`config.mk`:
```
export PLATFORM = sky130hd
export DESIGN_NAME = pll_clk_manager
export DESIGN_NICKNAME = d
export VERILOG_FILES = /design/src/rtl/pll_clk_pkg.sv /design/src/rtl/clk_en_div.sv /design/src/rtl/pll_clk_manager.sv
export SDC_FILE = /design/constraint.sdc
export NUM_CORES = 1
export LEC_CHECK = 0
export CAP_MARGIN = 20
export CORE_ASPECT_RATIO = 0.75
export CORE_MARGIN = 3
export CORE_UTILIZATION = 60
export CTS_CLUSTER_DIAMETER = 200
export DETAILED_ROUTE_END_ITERATION = 8
export GPL_TIMING_DRIVEN = 0
export PLACE_DENSITY = 0.84
export SLEW_MARGIN = 25
export SYNTH_ARGS = -nofsm -noshare
export SYNTH_HDL_FRONTEND = slang
export SYNTH_HIERARCHICAL = 1
export SYNTH_SLANG_ARGS = --single-unit
```
`constraint.sdc`:
```
create_clock -name clk -period 4.37 [get_ports clk]
set_clock_uncertainty 0.2 [all_clocks]
set_input_delay 1.311 -clock clk [delete_from_list [all_inputs] [get_ports clk]]
set_output_delay 1.311 -clock clk [all_outputs]
set_load 0.05 [all_outputs]
```
`src/rtl/pll_clk_pkg.sv`:
```
// Shared types and constants for the PLL clock manager: FSM states, counter
// widths and default lock-filter / reset-stagger settings.
package pll_clk_pkg;

  typedef enum logic [1:0] {
    WAIT_LOCK = 2'd0,
    FILTER    = 2'd1,
    RELEASE   = 2'd2,
    RUN       = 2'd3
  } pll_state_e;

  localparam int LOST_CNT_W      = 8;
  localparam int DEF_LOCK_FILTER = 16;
  localparam int DEF_RST_STAGGER = 4;

endpackage

```
`src/rtl/clk_en_div.sv`:
```
// One clock-enable channel: shadow/active divider pair, phase counter and a
// registered ce pulse every (active+1) cycles while the channel is out of reset.
module clk_en_div
  import pll_clk_pkg::*;
#(
  parameter int DIV_W = 8
) (
  input  logic             clk,
  input  logic             resetn,
  input  logic             rst_n_ch,
  input  logic [DIV_W-1:0] div_i,
  input  logic             div_load_i,
  output logic             ce_o
);

  logic [DIV_W-1:0] shadow_q;
  logic [DIV_W-1:0] shadow_d;
  logic [DIV_W-1:0] active_q;
  logic [DIV_W-1:0] phase_q;
  logic             ce_q;
  logic             wrap;

  // Forward a same-cycle load so a load coincident with a wrap governs the next period.
  assign shadow_d = div_load_i ? div_i : shadow_q;
  assign wrap     = rst_n_ch && (phase_q == active_q);

  always_ff @(posedge clk or negedge resetn) begin
    if (!resetn) begin
      shadow_q <= '0;
      active_q <= '0;
      phase_q  <= '0;
      ce_q     <= 1'b0;
    end else begin
      shadow_q <= shadow_d;
      if (!rst_n_ch || wrap) begin
        active_q <= shadow_d;
      end
      if (!rst_n_ch || wrap) begin
        phase_q <= '0;
      end else begin
        phase_q <= phase_q + DIV_W'(1);
      end
      ce_q <= wrap;
    end
  end

  // Masking with the channel reset keeps ce low in the cycle its reset drops.
  assign ce_o = ce_q && rst_n_ch;

endmodule

```
`src/rtl/pll_clk_manager.sv`:
```
// PLL lock filter, staggered per-domain reset release and per-channel clock enables.
// Optional lock watchdog output timeout_o is built when PLL_CLK_MANAGER_LOCK_TIMEOUT_EN is defined.
module pll_clk_manager
  import pll_clk_pkg::*;
#(
  parameter int NUM_CH      = 2,
  parameter int DIV_W       = 8,
  parameter int LOCK_FILTER = DEF_LOCK_FILTER,
  parameter int RST_STAGGER = DEF_RST_STAGGER,
  parameter int TIMEOUT     = 65535
) (
  input  logic                    clk,
  input  logic                    resetn,
  input  logic                    pll_lock_i,
  input  logic [NUM_CH*DIV_W-1:0] div_i,
  input  logic                    div_load_i,
  output logic [NUM_CH-1:0]       ce_o,
  output logic [NUM_CH-1:0]       rst_n_o,
  output logic                    locked_o,
  output logic                    lock_lost_o,
  output logic [LOST_CNT_W-1:0]   lost_cnt_o
`ifdef PLL_CLK_MANAGER_LOCK_TIMEOUT_EN
  ,
  output logic                    timeout_o
`endif
);

  localparam int FILT_W   = (LOCK_FILTER > 1) ? $clog2(LOCK_FILTER) : 1;
  localparam int LAST_SEQ_I = (NUM_CH - 1) * RST_STAGGER;
  localparam int SEQ_W    = (LAST_SEQ_I > 0) ? $clog2(LAST_SEQ_I + 1) : 1;
  localparam logic [FILT_W-1:0] LAST_FILT = FILT_W'(LOCK_FILTER - 1);
  localparam logic [SEQ_W-1:0]  LAST_SEQ  = SEQ_W'(LAST_SEQ_I);

  logic                  sync1_q;
  logic                  lock_s;
  pll_state_e            state_q, state_d;
  logic [FILT_W-1:0]     filt_q, filt_d;
  logic [SEQ_W-1:0]      seq_q, seq_d;
  logic [NUM_CH-1:0]     rst_q, rst_d;
  logic                  loss;
  logic                  locked_q;
  logic                  lost_q;
  logic [LOST_CNT_W-1:0] cnt_q;

  always_ff @(posedge clk or negedge resetn) begin
    if (!resetn) begin
      sync1_q <= 1'b0;
      lock_s  <= 1'b0;
    end else begin
      sync1_q <= pll_lock_i;
      lock_s  <= sync1_q;
    end
  end

  always_comb begin
    state_d = state_q;
    filt_d  = filt_q;
    seq_d   = seq_q;
    rst_d   = rst_q;
    loss    = 1'b0;
    case (state_q)
      WAIT_LOCK: begin
        filt_d = '0;
        if (lock_s) state_d = FILTER;
      end
      FILTER: begin
        if (!lock_s) begin
          state_d = WAIT_LOCK;
          filt_d  = '0;
        end else if (filt_q == LAST_FILT) begin
          state_d  = RELEASE;
          filt_d   = '0;
          seq_d    = '0;
          rst_d[0] = 1'b1;
        end else begin
          filt_d = filt_q + FILT_W'(1);
        end
      end
      RELEASE: begin
        if (!lock_s) begin
          loss = 1'b1;
        end else if (seq_q == LAST_SEQ) begin
          state_d = RUN;
        end else begin
          seq_d = seq_q + SEQ_W'(1);
          for (int k = 1; k < NUM_CH; k++) begin
            if (seq_d == SEQ_W'(k * RST_STAGGER)) rst_d[k] = 1'b1;
          end
        end
      end
      RUN: begin
        if (!lock_s) loss = 1'b1;
      end
      default: state_d = WAIT_LOCK;
    endcase
    // Loss of lock overrides everything, including a final release this cycle.
    if (loss) begin
      state_d = WAIT_LOCK;
      rst_d   = '0;
    end
  end

  always_ff @(posedge clk or negedge resetn) begin
    if (!resetn) begin
      state_q  <= WAIT_LOCK;
      filt_q   <= '0;
      seq_q    <= '0;
      rst_q    <= '0;
      locked_q <= 1'b0;
      lost_q   <= 1'b0;
      cnt_q    <= '0;
    end else begin
      state_q  <= state_d;
      filt_q   <= filt_d;
      seq_q    <= seq_d;
      rst_q    <= rst_d;
      locked_q <= (state_d == RUN);
      lost_q   <= loss;
      if (loss && (cnt_q != '1)) cnt_q <= cnt_q + LOST_CNT_W'(1);
    end
  end

  assign rst_n_o     = rst_q;
  assign locked_o    = locked_q;
  assign lock_lost_o = lost_q;
  assign lost_cnt_o  = cnt_q;

`ifdef PLL_CLK_MANAGER_LOCK_TIMEOUT_EN
  localparam logic [15:0] TO_LIM = 16'(TIMEOUT);
  logic [15:0] wd_q;
  logic        to_q;
  logic        waiting;

  assign waiting = (state_q == WAIT_LOCK) || (state_q == FILTER);

  // Watchdog runs only while hunting for lock; it restarts after each loss.
  always_ff @(posedge clk or negedge resetn) begin
    if (!resetn) begin
      wd_q <= '0;
      to_q <= 1'b0;
    end else begin
      if (loss) begin
        wd_q <= '0;
      end else if (waiting && (wd_q != TO_LIM)) begin
        wd_q <= wd_q + 16'd1;
      end
      if ((state_d == RUN) && (state_q != RUN)) begin
        to_q <= 1'b0;
      end else if (waiting && (wd_q != TO_LIM) && ((wd_q + 16'd1) == TO_LIM)) begin
        to_q <= 1'b1;
      end
    end
  end

  assign timeout_o = to_q;
`else
  logic unused_timeout;
  assign unused_timeout = ^TIMEOUT;
`endif

  for (genvar k = 0; k < NUM_CH; k++) begin : g_ch
    clk_en_div #(.DIV_W(DIV_W)) u_div (
      .clk       (clk),
      .resetn    (resetn),
      .rst_n_ch  (rst_q[k]),
      .div_i     (div_i[k*DIV_W +: DIV_W]),
      .div_load_i(div_load_i),
      .ce_o      (ce_o[k])
    );
  end

endmodule

```
==> run metrics, run 1 <==
Fill cells 361; nets@finish 331; Rel. slew slack slightly below 60%; Reg clk slew, reported paths roughly 70 ps; global route overflow 0; hold slack between 150 and 200 ps; Reg2Reg Depth 5; core area 0.00506 mm^2; CTS tree built; syn nets roughly 290; Worst setup SP type register; Syn Inst Count 260; final wirelength ~5500 um; Iter 0 DRT Violations 99; cts bufs inserted 9; number of max-cap violations 0; Antenna Diode Count 0; Post-Syn Area 0.00326 mm^2; Arr. time, crit path around 1800 ps; worst slew pin tran between 600 and 700 ps; clk root buf clkbuf_8; P&R area growth vs syn 18.3%; pwr dens between 300 and 400 mW/mm^2; Detailed Place HPWL roughly 4000 um; Avg Synthesized Cell Area 12.5 um^2; H-tree depth 3; initial antenna violation count 0; multi-input logic area roughly 0.0014 mm^2; Unique masters post-synth 39; Most Used Layer, Global Route met2; Top FF cell, synth dfrtp_1; hold_buf cts 0; Die X ~90 um; async set-reset flop share out of synthesis 100%; Register Area about 0.0018 mm^2; height of the chip around 70 um; gr usage total around a fifth; HP Class reg -> reg; post-cts sizing count 0; met1 Resource Use GR 26.6%; Total Neg Setup Slack 0 ps; grt met2 use between 20% and 30%; drt pass-1 iters 4; row count 22; CP required ~2900 ps; Max Slew Vio Count 0; worst skew pair latency between 300 and 400 ps; RSZ-0062 raised after global routing no; Port Buffer Count 32; DR WL/cell 14.4 um; Yosys Warn Count 6; vias per inst about 5.4; final setup violation count 0; via count 2069; Final min period 3280 ps; Post-route DRC 0; worst hold path cell count 0; status finished, final reports clean; largest net degree at the start of global routing 47; Final Hold Viols 0; fmax around 300 MHz; GPL Wtd Cong 0.783; DIE AREA ~0.0064 mm^2; Lkg Pwr around 1.7 nW; endpoint class of the critical path output port; clock sinks 73; synthesis-stage register bit count 73; commonest non-fill, non-tap cell in the layout dfrtp_1; GR Util met3 6.83%; first-pass GRT wire length 9630 um; CTS Buffer Depth 2; Period Utilization, post-route 75.1%; number of synthesized flops with an enable pin 0; I/O Pins 34; critical path class reg -> out; Initial Util 64.3%; Peak supply drop 201 uV; share of layout cells above drive strength 1 ~21%; CP Max Fanout 5; most frequent cells in the layout dfrtp_1, clkdlybuf4s50_1, mux2_2; DRT antenna net count 0; post-synthesis sequential area ratio about 56%; postcts setup bufs 0; vias in the first global route approximately 2000
## metrics by stage
step | utilization [%] | power [mW] | cells | cell area [um^2] | worst slack, ps
finish | 76.1 | 1.26 | 380 | 3850 | 1090
global route | 76.1 | 1.32 | 380 | 3850 | 986
CTS | 76.1 | 1.28 | 380 | 3850 | 1050
detailed placement | 72.9 | 0.839 | 365 | 3690 | 1430
global placement | 72.4 | 0.830 | 364 | 3670 | -624
floorplan | - | 0.792 | 260 | 3260 | 1670
## layer usage
metal	share of wire, %	vias up	wire length (um)
li1	-	992	-
met1	48	1025	2620
met2	46	44	2540
met3	4.4	8	242
met4	1.4	0	77
met5	0	-	0
## worst max-delay path, stage by stage, from the launching register on
cell and delay, ps:
dfrtp_1 470, and2_1 170, clkdlybuf4s50_1 800
## logic make-up (layout without fill, tap and decap cells)
kind of cell	count (synthesis)	after routing	share of synthesized area [%]
flip-flops	73	73	56.1
AND/OR/NAND/NOR	78	78	12.1
adder cells (fa/ha/maj)	7	7	2.69
AO/OA/AOI/OAI	20	20	5.22
multiplexers	36	36	13.0
buffers and inverters	13	61	2.00
XOR/XNOR	33	33	8.87
## report_power, final
part           internal, mW  switching (mW)
Sequential            0.707          0.0175
Clock                 0.214           0.225
Combinational        0.0557          0.0444
## path summary, 6_finish.rpt
path	startpoint	endpoint	slack, ps
max	rst_n_o[0]	ce_o[0]	1090
min	sync1_q	lock_s	150
max reg2reg	g_ch[1].u_div/phase_q[0]	g_ch[1].u_div/active_q[6]	2110
min reg2reg	sync1_q	lock_s	150
max in group asynchronous	resetn	seq_q[2]	2750
min in group asynchronous	resetn	g_ch[0].u_div/shadow_q[5]	690
## sequential cells by signal (all words and copies together) (netlist names), 2 cells and up
name	count
g_ch.u_div/phase_q	16
g_ch.u_div/shadow_q	16
state_q	2
seq_q	3
filt_q	4
rst_n_o	2
g_ch.u_div/ce_q	2
lost_cnt_o	8
g_ch.u_div/active_q	16
## synthesized netlist by cell type (2+ instances only)
master | number | share of area [%]
mux2_4 | 5 | 2.3
and3_1 | 4 | 0.77
o31ai_1 | 2 | 0.46
xor2_1 | 11 | 3.0
inv_1 | 6 | 0.69
a21oi_1 | 5 | 0.77
and2_1 | 4 | 0.77
and3_2 | 2 | 0.46
nand3_1 | 14 | 2.2
clkbuf_1 | 3 | 0.35
ha_1 | 7 | 2.7
nor4_1 | 3 | 0.58
o21ai_0 | 4 | 0.61
mux2_2 | 30 | 10
o41ai_4 | 2 | 1.7
nor3_1 | 2 | 0.31
nand2_1 | 19 | 2.2
a31oi_1 | 2 | 0.38
nor2_1 | 20 | 2.3
xnor2_1 | 22 | 5.9
dfrtp_1 | 73 | 56
buf_6 | 2 | 0.69
nand4_1 | 2 | 0.38
## final cells by class
class	count	area share, %
Tap cell	72	2.34
Buffer	6	1.01
Multi-Input combinational cell	174	35.4
Sequential cell	73	47.4
Timing Repair Buffer	33	8.96
Clock buffer	11	3.67
Clock inverter	4	0.519
Inverter	7	0.682
Note: power is estimated with default switching activity, not from simulation.
==> run 2: changes to the inputs <==
Settings changed: CORE_UTILIZATION 60 to 51, PLACE_DENSITY 0.84 to 0.76.
Clock period 4.37 ns to 2.85 ns, I/O delays scaled along.
==> run 2 against run 1 <==
  * Cell count increased by 1.6%
  * Worst setup slack worse by 960 ps
  * Flip-flop and latch count unchanged
  * First-iteration DRC count fell by 52%
  * Highest routed layer unchanged
  * Sequential power is 53% higher
  * Count of clock-buffer cells in the layout down 1
  * Sequential share of layout area decreased by 0.70 points
  * Routed wire length rose by 1.6%
  * Combinational power grew 50%
  * Core utilization is 11 points lower
  * Critical path depth fell by 1
  * Critical path type unchanged
  * Critical endpoint is now rst_n_o[1]
  * Largest power group unchanged
==> run metrics, run 2 (synthesized netlist as in run 1, its figures left out) <==
first-pass GRT wire length 9540 um; status finished, final reports clean; DIE AREA 0.00739 mm^2; global route overflow 0; Top Registers g_ch.u_div/active_q x16, g_ch.u_div/phase_q x16, g_ch.u_div/shadow_q x16; hold_buf cts 0; Detailed Place HPWL 3850 um; worst setup margin 131 ps; Port Buffer Count 32; area post-placement around 0.0037 mm^2; worst slew pin tran a little under 600 ps; final setup violation count 0; Iter 0 DRT Violations 48; Worst Path Buf+Inv 1; Final min period about 2700 ps; share of layout cells above drive strength 1 approximately a fifth; worst skew pair latency around 340 ps; core area around 0.0060 mm^2; RSZ-0062 raised after global routing no; CP max-delay cell clkdlybuf4s50_1; nets@finish roughly 330; most frequent cells in the layout dfrtp_1, mux2_2, clkdlybuf4s50_1; Total Neg Setup Slack 0 ps; GPL Wtd Cong 0.818; hold slack approximately 160 ps; postcts setup bufs 0; CP Cell Sequence clkdlybuf4s50_1; CTS Buffer Depth 2; vias per inst around 5.2; critical path class reg -> out; Worst setup SP type register; Arr. time, crit path around 1700 ps; CTS tree built; CP Max Fanout 5; number of max-cap violations 0; Lkg Pwr 1.74 nW; pwr dens 550 mW/mm^2; Max Slew Vio Count 0; largest net degree at the start of global routing 39; commonest non-fill, non-tap cell in the layout dfrtp_1; I/O Pins 34; cell family with most CP delay buffers and inverters; vias in the first global route slightly below 2000; WP depth 1; Crit path largest cell delay ~850 ps; Fill cells 453; final instance area roughly 0.0039 mm^2; Post-route DRC 0; height of the chip ~75 um; gr usage total approximately 17%; dpl ws between 300 and 400 ps; via count about 2000; Antenna Diode Count 0; dpl cells roughly 370; CP required 1800 ps; DRT antenna net count 0; initial antenna violation count 0; P&R area growth vs syn 20.1%; clk root buf clkbuf_8; Final Hold Viols 0; Initial Util a little over half; Peak supply drop between 200 and 300 uV; drt pass-1 iters 4; row count 24; final wirelength between 5000 and 6000 um; HP Class reg -> reg; worst hold path cell count 0; clock sinks 73; Die X a little under 100 um; non-filler instance count after layout about 390; DR WL/cell 14.4 um; H-tree depth 3; Rel. slew slack ~61%; Reg2Reg Depth 5; Period Utilization, post-route 95.4%; Reg clk slew, reported paths approximately 70 ps; cts bufs inserted 9; fmax roughly 370 MHz; endpoint class of the critical path output port
run 2: what timing repair did:
item | 4_1_cts | 5_1_grt
pin swaps | 0 | 0
endpoints found under the setup margin | 1 | 1
gates resized for setup | 1 | 1
run 2: report_power, final:
part           total (mW)  internal, mW  leakage, nW  switching, mW
Combinational       0.150        0.0842        0.694         0.0663
Sequential           1.11          1.08        0.939         0.0269
Clock               0.888         0.510        0.104          0.378
Total                2.15          1.68         1.74          0.471
run 2: stage by stage:
step                util [%]  power (mW)
finish                  65.1        2.15
global route            65.1        2.25
CTS                     65.1        2.18
detailed placement      61.5        1.28
global placement        61.2        1.27
floorplan                  -        1.21
run 2: final cells by class:
class	count	area (um^2)	area share [%]
clock inverter	5	80.1	2.05
sequential	73	1830	46.7
clock buffer	10	138	3.52
timing repair buffer	33	339	8.67
buffer	6	38.8	0.992
inverter	7	26.3	0.672
tap	78	97.6	2.50
multi-input combinational	174	1370	34.9
run 2: final timing paths:
kind / startpoint / endpoint / slack (ps)
setup / recovery: rst_n_o[1] / rst_n_o[1] / 130
hold / removal: sync1_q / lock_s / 160
setup reg to reg: g_ch[0].u_div/phase_q[0] / g_ch[0].u_div/active_q[5] / 650
hold reg to reg: sync1_q / lock_s / 160
max in group asynchronous: resetn / seq_q[2] / 1620
min in group asynchronous: resetn / g_ch[1].u_div/active_q[1] / 270
run 2: layer usage:
metal,global-route usage [%],vias up,share of wire [%]
li1,-,977,-
met1,24.1,978,53
met2,23.8,32,41
met3,7.04,8,4.9
met4,5.45,0,0.99
met5,0,-,0
==> run 3: changes to the inputs <==
Settings changed: CORE_ASPECT_RATIO 0.75 to 1.5.
==> run 3 against run 2 <==
  * Register-to-register slack about the same
  * Total power down 3.3%
  * Highest routed layer unchanged
  * Cell count down 0.78%
  * Critical path depth unchanged
  * Hold slack better by 2.3 ps
  * Count of clock-buffer cells in the layout up 1
  * Die area up 0.13%
  * Sequential share of layout area up 0.16 points
  * Clock power down 8.0%
==> run metrics, run 3 (synthesized netlist as in run 1, its figures left out) <==
status finished, final reports clean; Detailed Place HPWL around 3700 um; global route overflow 0; DIE AREA ~0.0074 mm^2; Max Slew Vio Count 0; final setup violation count 0; Crit path largest cell delay between 800 and 900 ps; logic gate share of total power 7.2%; clock sinks 73; nets@finish 331; CTS Buffer Depth 2; hold path start sync1_q; Crit. Startpoint rst_n_o[0]; Rel. slew slack between 60 and 70%; commonest non-fill, non-tap cell in the layout dfrtp_1; Worst setup SP type register; P&R area growth vs syn 19.7%; most frequent cells in the layout dfrtp_1, mux2_2, clkdlybuf4s50_1; largest net degree at the start of global routing 49; internal power ~1.6 mW; Initial Util a little over half; Lkg Pwr 1.73 nW; non-filler instance count after layout approximately 380; fmax 365 MHz; I/O Pins 34; pwr dens between 500 and 600 mW/mm^2; endpoint class of the critical path output port; worst skew pair latency about 350 ps; Port Buffer Count 32; Arr. time, crit path approximately 1700 ps; Final Hold Viols 0; final wirelength approximately 5300 um; CP Cell Sequence clkdlybuf4s50_1; hold slack roughly 160 ps; Iter 0 DRT Violations between 100 and 150; first-pass GRT wire length around 9700 um; Antenna Diode Count 0; DRT antenna net count 0; Peak supply drop about 280 uV; Top Registers g_ch.u_div/active_q x16, g_ch.u_div/phase_q x16, g_ch.u_div/shadow_q x16; vias per inst between 5 and 6; HP Class reg -> reg; CP max-delay cell clkdlybuf4s50_1; vias in the first global route between 2000 and 2500; H-tree depth 3; P_sw approximately 0.46 mW; Total Neg Setup Slack 0 ps; Period Utilization, post-route 96.2%; share of layout cells above drive strength 1 between 20% and 30%; CP required ~1800 ps; cts bufs inserted 9; gr usage total about 17%; core area about 0.0062 mm^2; Worst R2R Start g_ch[0].u_div/phase_q[3]; CTS tree built; GPL Wtd Cong 0.825; via count slightly above 2000; Worst Path Buf+Inv 1; DR WL/cell around 14 um; drt pass-1 iters 4; CP Max Fanout 5; dpl cells 367; number of max-cap violations 0; sequential share of power 53.5%; RSZ-0062 raised after global routing no; Reg clk slew, reported paths approximately 70 ps; height of the chip 104 um; cell family with most CP delay buffers and inverters; Final min period 2740 ps; Sw Share about 22%; worst slew pin tran ~600 ps; Post-route DRC 0; row count 35; clock power share 39.3%; initial antenna violation count 0; clk root buf clkbuf_8; critical path class reg -> out; Die X 71.3 um
run 3: cell types whose count changed in the layout (fill, tap and decap cells not counted):
cell / before / now
clkinv_2: 1 / 3
clkinvlp_4: 2 / 0
buf_12: 1 / 0
buf_16: 0 / 1
bufinv_16: 2 / 1
clkbuf_8: 10 / 11
clkinv_4: 0 / 1
dlygate4sd2_1: 1 / 2
dlymetal6s2s_1: 1 / 0
run 3: power by group through the flow:
stage	sequential, mW	combinational (mW)	clock, mW
6_report	1.11	0.149	0.817
5_1_grt	1.12	0.168	0.888
4_1_cts	1.11	0.154	0.844
3_5_place_dp	1.13	0.153	0
3_3_place_gp	1.13	0.144	0
2_1_floorplan	1.12	0.0913	0
run 3: layout make-up:
| cell class | count | area (um^2) |
|---|---|---|
| sequential | 73 | 1830 |
| timing repair buffer | 33 | 343 |
| inverter | 7 | 26.3 |
| clock inverter | 5 | 53.8 |
| fill | 498 | 2280 |
| tap | 74 | 92.6 |
| clock buffer | 11 | 151 |
| buffer | 6 | 38.8 |
| multi-input combinational | 174 | 1370 |
run 3: path summary, 6_finish.rpt:
check,end,slack [ps],cells past startpoint
max in group asynchronous,filt_q[3],1690,2
setup / recovery,rst_n_o[0],110,1
setup reg to reg,g_ch[0].u_div/active_q[5],640,5
hold reg to reg,lock_s,160,0
hold / removal,lock_s,160,0
min in group asynchronous,g_ch[1].u_div/active_q[6],210,1
run 3: metal layers:
| metal | vias up | routed length [um] | track usage (%) |
|---|---|---|---|
| met5 | - | 0 | 0 |
| met3 | 10 | 230 | 6.00 |
| met2 | 36 | 2680 | 25.6 |
| met1 | 978 | 2290 | 20.6 |
| li1 | 990 | - | - |
| met4 | 0 | 114 | 6.99 |
run 3: repair_timing:
action,CTS,global route
resized for setup,2,0
hold buffers,0,0
endpoints found under the setup margin,2,0
setup buffers,0,0
hold endpoints to repair,0,0
run 3: per-stage QoR:
step	worst slack [ps]	area (um^2)	utilization, %	power [mW]
after floorplan	603	3260	-	1.21
after global placement	-1700	3670	59.4	1.27
after detailed placement	357	3690	59.8	1.28
after CTS	73.5	3900	63.1	2.11
after global routing	41.1	3900	63.1	2.17
final	108	3900	63.1	2.08
